File: src/rtl/digit_entry_ctrl_pkg.sv
// digit_entry_ctrl_pkg: shared FSM encoding and parameter defaults
package digit_entry_ctrl_pkg;
    typedef enum logic [1:0] {
        IDLE     = 2'd0,
        COMMIT   = 2'd1,
        WAIT_REL = 2'd2
    } state_e;
    localparam int DB_CYCLES_DEF = 4;
    localparam int MAX_DIGIT_DEF = 9;
endpackage

File: src/rtl/digit_entry_ctrl_btn_debounce_pulse.sv
// btn_debounce_pulse: shift-register debouncer with a one-cycle rising-edge pulse
module btn_debounce_pulse #(
    parameter int DB_CYCLES = 4
) (
    input  logic clk,
    input  logic rst,
    input  logic raw,
    output logic level,
    output logic pulse
);
    logic [DB_CYCLES-1:0] sh_q;
    logic                 level_q;
    logic                 prev_q;
    // level only moves once the whole window agrees; prev delays it for edge detection
    always_ff @(posedge clk or posedge rst) begin
        if (rst) begin
            sh_q    <= '0;
            level_q <= 1'b0;
            prev_q  <= 1'b0;
        end else begin
            sh_q    <= {sh_q[DB_CYCLES-2:0], raw};
            level_q <= (&sh_q) ? 1'b1 : (~|sh_q) ? 1'b0 : level_q;
            prev_q  <= level_q;
        end
    end
    assign level = level_q;
    assign pulse = level_q & ~prev_q;
endmodule

File: src/rtl/digit_entry_ctrl.sv
// digit_entry_ctrl: debounced BCD digit editor that issues a one-cycle load strobe on enter
module digit_entry_ctrl
    import digit_entry_ctrl_pkg::*;
#(
    parameter int DB_CYCLES = DB_CYCLES_DEF,
    parameter int MAX_DIGIT = MAX_DIGIT_DEF
) (
    input  logic       clk,
    input  logic       rst,
    input  logic       btn_inc,
    input  logic       btn_dec,
    input  logic       btn_enter,
    output logic [3:0] digit,
    output logic [3:0] load_data,
    output logic       load_n
);
    localparam logic [3:0] MAX_D = 4'(MAX_DIGIT);
    logic       inc_p, dec_p, ent_p, ent_lvl;
    state_e     state_q, state_d;
    logic [3:0] digit_q, digit_d;
    logic [3:0] load_data_q, load_data_d;
    logic       load_n_q, load_n_d;

    btn_debounce_pulse #(.DB_CYCLES(DB_CYCLES)) u_inc (
        .clk(clk), .rst(rst), .raw(btn_inc), .level(), .pulse(inc_p)
    );
    btn_debounce_pulse #(.DB_CYCLES(DB_CYCLES)) u_dec (
        .clk(clk), .rst(rst), .raw(btn_dec), .level(), .pulse(dec_p)
    );
    btn_debounce_pulse #(.DB_CYCLES(DB_CYCLES)) u_ent (
        .clk(clk), .rst(rst), .raw(btn_enter), .level(ent_lvl), .pulse(ent_p)
    );

    // enter has priority over edits; WAIT_REL ignores all pulses until enter is released
    always_comb begin
        state_d     = state_q;
        digit_d     = digit_q;
        load_data_d = load_data_q;
        load_n_d    = 1'b1;
        case (state_q)
            IDLE: begin
                if (ent_p) begin
                    state_d     = COMMIT;
                    load_data_d = digit_q;
                    load_n_d    = 1'b0;
                end else if (inc_p && !dec_p) begin
                    digit_d = (digit_q == MAX_D) ? 4'd0 : digit_q + 4'd1;
                end else if (dec_p && !inc_p) begin
                    digit_d = (digit_q == 4'd0) ? MAX_D : digit_q - 4'd1;
                end
            end
            COMMIT:   state_d = WAIT_REL;
            WAIT_REL: state_d = ent_lvl ? WAIT_REL : IDLE;
            default:  state_d = IDLE;
        endcase
    end

    // all outputs are registered so the downstream register sees glitch-free data and strobe
    always_ff @(posedge clk or posedge rst) begin
        if (rst) begin
            state_q     <= IDLE;
            digit_q     <= 4'd0;
            load_data_q <= 4'd0;
            load_n_q    <= 1'b1;
        end else begin
            state_q     <= state_d;
            digit_q     <= digit_d;
            load_data_q <= load_data_d;
            load_n_q    <= load_n_d;
        end
    end

    assign digit     = digit_q;
    assign load_data = load_data_q;
    assign load_n    = load_n_q;
endmodule

File: config.mk
export PLATFORM = sky130hd
export DESIGN_NAME = digit_entry_ctrl
export DESIGN_NICKNAME = d
export VERILOG_FILES = /design/src/rtl/digit_entry_ctrl_pkg.sv /design/src/rtl/digit_entry_ctrl_btn_debounce_pulse.sv /design/src/rtl/digit_entry_ctrl.sv
export SDC_FILE = /design/constraint.sdc
export NUM_CORES = 1
export LEC_CHECK = 0
export BUFFER_PORTS_ARGS = -buffer_cell sky130_fd_sc_hd__buf_4
export CAP_MARGIN = 15
export CORE_MARGIN = 5
export CORE_UTILIZATION = 54
export DETAILED_ROUTE_END_ITERATION = 10
export GPL_ROUTABILITY_DRIVEN = 0
export PLACE_DENSITY = 0.75
export SLEW_MARGIN = 20
export SYNTH_ARGS = -nofsm -noshare
export SYNTH_HDL_FRONTEND = slang
export SYNTH_SLANG_ARGS = --single-unit
File: constraint.sdc
create_clock -name clk -period 2.1 [get_ports clk]
set_input_delay 0.525 -clock clk [delete_from_list [all_inputs] [get_ports clk]]
set_output_delay 0.525 -clock clk [all_outputs]
set_load 0.1 [all_outputs]
==> results of run 1 <==
-- synthesized netlist by cell type (2+ instances only) --
master / number
nand3_1: 3
nor3_1: 2
xor2_1: 2
clkbuf_1: 3
dfrtp_1: 28
a31oi_1: 3
nand2_1: 2
o21ai_0: 3
mux2_2: 4
nand2b_1: 4
nor2_1: 4
o31ai_1: 4
a21oi_1: 6
inv_1: 4
or3_1: 3
-- area by class of cell --
class	count	area (um2)
Tap cell	27	33.8
Fill cell	164	674
Clock buffer	6	41.3
Inverter	5	18.8
Timing Repair Buffer	14	105
Sequential cell	29	727
Multi-Input combinational cell	48	332
Clock inverter	2	10.0
-- cells by family after synthesis --
kind of cell    count (synthesis)  synth area share
compound gates                 18             0.103
xor+xnor                        3            0.0240
fa+ha+maj                       1            0.0114
buf+inv                         9            0.0320
flops                          29             0.665
mux                             4            0.0412
simple gates                   22             0.124
-- stage by stage --
step           instances  area [um2]
2_1_floorplan         86        1090
3_3_place_gp         123        1220
3_5_place_dp         123        1220
4_1_cts              131        1270
5_1_grt              131        1270
6_report             131        1270
-- how the worst max path moves through the flow --
stage | endpoint | slack [ns] | depth (start not counted)
5_1_grt | digit[0] | 0.25 | 1
3_3_place_gp | digit[2]$_DFFE_PP0P_ | 0.43 | 6
6_report | digit[0] | 0.35 | 1
3_5_place_dp | digit[2]$_DFFE_PP0P_ | 0.35 | 6
2_1_floorplan | digit[2]$_DFFE_PP0P_ | 0.16 | 5
4_1_cts | digit[0] | 0.33 | 1
-- state kept, by name (all words and copies together), names as in the netlist, 2 cells and up --
signal	cells
digit	4
state_q	2
load_data	4
u_inc.sh_q	4
u_ent.sh_q	4
u_dec.sh_q	4
-- per-layer routing --
metal	global-route usage	vias to the layer above	routed length, um
met5	0	-	0
met4	0.0486	0	0
met3	0.0724	0	88
met2	0.220	10	864
met1	0.187	339	752
li1	-	338	-
==> impl_metrics.toml, run 1 <==
[critical_path]
path_class = "flip-flop to output pin"
reg2reg_to = "digit[2]$_DFFE_PP0P_"
required_ns = 1.57
crit_chain = "buf_4"
worst-r2r-setup-slack_ns = 0.38
worst_path_max_delay_cell = "dfrtp_1"
timing.critical_path.slowest_cell_delay_ns = 0.56
reg2reg_from = "u_inc.level$_DFFE_PP0P_"
crit_path_start = "digit[0]$_DFFE_PP0P_"
r2r_cells = 6
setup.worst_path.start_class = "flip-flop"
cp_num_buf_inv = 1
worstPathMaxFanout = 12
cp_top_family = "flip-flops"
endpoint_kind = "output pin"
cp.arrival_ns = 1.23

[clocking]
cts_tree = "yes"
cts_resized = 0
cts_hold_buf = 0
cts_buffer_depth = 2
htree_levels = 2
numCtsBuffers = 5
post-cts-setup-buffers = 0
cts.sinks = 29
cts.reportedPaths.clkPinSlew_ns = 0.09
root_buffer = "clkbuf_4"
clkLatencyLatePin_ns = 0.31

[layout]
num-nets-final = 109
areaGrowthSynthToFinish_pct = 15.9
layout_commonest_cell = "dfrtp_1"
layout_common_cells = "dfrtp_1, buf_4, a21oi_1, clkbuf_4"
n_antenna_cell = 0
layout-drive-gt1-share = 0.288
final_core_util = 0.653

[timing]
finalSetupTns_ns = 0
setup_ws_ns = 0.346
setup_viol = 0
rsz0062_at_grt = "false"
slew_headroom = 0.714
drv_slew = 0
final_hold_viol_count = 0
worstMarginPinSlew_ns = 0.426
post-route-min-period_ns = 1.75
hold_ws_ns = 0.263
fin_crit_sh = 0.835
finalClockSkew_ns = 0.0118
fmax_mhz = 570

[grt]
grt.total_usage = 0.147
overflow = 0
antenna_found_initial = 0
grt_max_degree = 30
grt_pass1_wl_mm = 3.05
grt_pass1_vias = 677

[floorplanning]
die_area_um2 = 3030
die_h_um = 55
core_area_um2 = 1940
rows = 16
initial_core_util = 0.563
ios = 14
die_w_um = 55

[synth]
synth.area.top_cells = "dfrtp_1, mux2_2, a21oi_1"
synth_top_area_cell = "dfrtp_1"
ys_types = 26
synth_edf_count = 0
ys_seq_area_frac = 0.665
synthArstFlopShare = 1.00
avgSynthCellArea_um2 = 12.7
synth_ff_type = "dfrtp_1"
syn_area_um2 = 1090
yosysWarnings = 0
synthCells = 86
synth_top_area_frac = 0.641
synth_fp_nets = 92
ys_ff_latch = 29

[drt]
drc = 0
final_antenna_net_count = 0
wl_per_cell_um = 13.0
dr.pass1.iters = 4
drt-total-wl_mm = 1.71
post_drt_via_cell_ratio = 5.24
num_vias = 687
drt_iter0_drc = 10

[min_path]
hold_path.class = "input port to asynchronous set/reset pin"

[placement]
dp_hpwl_mm = 1.20
place_ws_ns = 0.354
port_buffers = 13

[run]
max_cap_viol_count = 0

[outcome]
outcome = "complete, no violations"
Power of run 1 is not shown: default switching activity piles up to over one toggle a cycle in this logic, so the estimate is an artifact.
==> run 2: changes to the inputs <==
--- a/config.mk
+++ b/config.mk
@@ -5,13 +5,14 @@
 export SDC_FILE = /design/constraint.sdc
 export NUM_CORES = 1
 export LEC_CHECK = 0
+export ABC_AREA = 1
 export BUFFER_PORTS_ARGS = -buffer_cell sky130_fd_sc_hd__buf_4
 export CAP_MARGIN = 15
 export CORE_MARGIN = 5
-export CORE_UTILIZATION = 54
+export CORE_UTILIZATION = 49
 export DETAILED_ROUTE_END_ITERATION = 10
 export GPL_ROUTABILITY_DRIVEN = 0
-export PLACE_DENSITY = 0.75
+export PLACE_DENSITY = 0.72
 export SLEW_MARGIN = 20
 export SYNTH_ARGS = -nofsm -noshare
 export SYNTH_HDL_FRONTEND = slang
==> constraint.sdc (replaced) <==
create_clock -name clk -period 1.53 [get_ports clk]
set_input_delay 0.3825 -clock clk [delete_from_list [all_inputs] [get_ports clk]]
set_output_delay 0.3825 -clock clk [all_outputs]
set_load 0.1 [all_outputs]
==> impl_metrics.toml, run 2 <==
[grt]
grt_max_degree = 30
grt_pass1_vias = 760
grt.total_usage = 0.130
grt_pass1_wl_mm = 3.18
overflow = 0
antenna_found_initial = 0

[drt]
num_vias = 801
drt-total-wl_mm = 1.80
drt_iter0_drc = 17
dr.pass1.iters = 4
met1_length_um = 766
final_antenna_net_count = 0
drc = 0
wl_per_cell_um = 11.3
wl_met2_um = 848
routed-wl-met3_um = 134
post_drt_via_cell_ratio = 5.04
top_layer_used = "met4"

[synth]
synth.area.top_cells = "dfrtp_1, nand2_1, inv_1"
ys_types = 22
ys_seq_area_frac = 0.641
synth_top_area_frac = 0.617
yosysWarnings = 0
synth_common_cells = "dfrtp_1, nand2_1, inv_1, nor2_1, nand3_1"
synthCells = 109
synth_fp_nets = 115
synthArstFlopShare = 1.00
synth_edf_count = 0
avgSynthCellArea_um2 = 10.4
synth.most_common_cell = "dfrtp_1"
synth_top_area_cell = "dfrtp_1"
ys_ff_latch = 29
syn_area_um2 = 1130
synth_ff_type = "dfrtp_1"

[min_path]
hold_path.class = "input port to asynchronous set/reset pin"

[timing]
finalSetupTns_ns = 0
drv_slew = 0
post-route-min-period_ns = 1.45
rsz0062_at_grt = "false"
finalClockSkew_ns = 0.00487
fmax_mhz = 689
fin_crit_sh = 0.949
setup_viol = 0
worstMarginPinSlew_ns = 0.348
slew_headroom = 0.768
hold_ws_ns = 0.120
final_hold_viol_count = 0

[critical_path]
path_class = "flip-flop to output pin"
worstPathMaxFanout = 1
cp_num_buf_inv = 1
r2r_cells = 7
cp_top_family = "flip-flops"
worst_path_max_delay_cell = "dfstp_2"
timing.critical_path.slowest_cell_delay_ns = 0.54
cp.arrival_ns = 1.07
required_ns = 1.15
endpoint_kind = "output pin"
crit_chain = "buf_6"
worstSetupPathDepth = 1
setup.worst_path.start_class = "flip-flop"

[clocking]
root_buffer = "clkbuf_4"
htree_levels = 2
cts.reportedPaths.clkPinSlew_ns = 0.09
numCtsBuffers = 5
cts_buffer_depth = 2
clkLatencyLatePin_ns = 0.32
cts_tree = "yes"
cts.sinks = 29

[floorplanning]
rows = 17
ios = 14
die_h_um = 58.1
die_area_um2 = 3380
initial_core_util = 0.513
core_area_um2 = 2210
die_w_um = 58.1

[layout]
seqCellArea_um2 = 732
num-nets-final = 136
multiInputGateArea_um2 = 362
layout_common_cells = "nand2_1, dfrtp_1, buf_4, inv_1, nor2_1"
final_cells = 159
fillers = 196
final_core_util = 0.620
layout-drive-gt1-share = 0.298
areaGrowthSynthToFinish_pct = 20.8
layout_commonest_cell = "nand2_1"
n_antenna_cell = 0

[placement]
placedCellCount = 151
port_buffers = 13
dp_hpwl_mm = 1.29

[outcome]
outcome = "complete, no violations"

[run]
max_cap_viol_count = 0
-- run 2: timing repair --
item	CTS	global route
endpoints found under the hold margin	0	0
resized for setup	1	2
endpoints found under the setup margin	1	1
setup buffers	0	0
hold buffers	0	0
pin swaps	0	0
-- run 2: logic make-up after synthesis --
logic type      share of synthesized area
compound gates                     0.0518
xor+xnor                          0.00772
fa+ha+maj                          0.0110
buf+inv                            0.0430
flops                               0.641
simple gates                        0.246
-- run 2: path summary, 6_finish.rpt --
path	start	to	slack, ns
max	load_n$_DFF_PP1_	load_n	0.08
max in group asynchronous	rst	load_n$_DFF_PP1_	1.11
min reg2reg	u_dec.level$_DFFE_PP0P_	u_dec.prev_q$_DFF_PP0_	0.38
min	rst	load_data[2]$_DFFE_PP0P_	0.12
min in group clk	btn_inc	u_inc.sh_q[0]$_DFF_PP0_	0.17
max reg2reg	u_dec.level$_DFFE_PP0P_	digit[2]$_DFFE_PP0P_	0.12
-- run 2: stage by stage --
stage,instance area (um2),worst slack (ns)
2_1_floorplan,1140,0.200
3_3_place_gp,1280,0.167
3_5_place_dp,1280,0.114
4_1_cts,1370,0.0534
5_1_grt,1370,0.00849
6_report,1370,0.0778
-- run 2: final cells by class --
cell class | instances | share of cell area
clock inverters | 1 | 0.0219
flip-flops and latches | 29 | 0.534
clock buffers | 7 | 0.0401
multi-input cells | 67 | 0.264
well taps | 28 | 0.0255
inverters | 13 | 0.0356
repair buffers | 14 | 0.0794
-- run 2: routing by layer --
metal	up-vias	global-route usage
met4	0	0.0795
met3	4	0.0601
met1	377	0.147
li1	396	-
met2	24	0.200
met5	-	0
Power of run 2 is left out for the same reason.
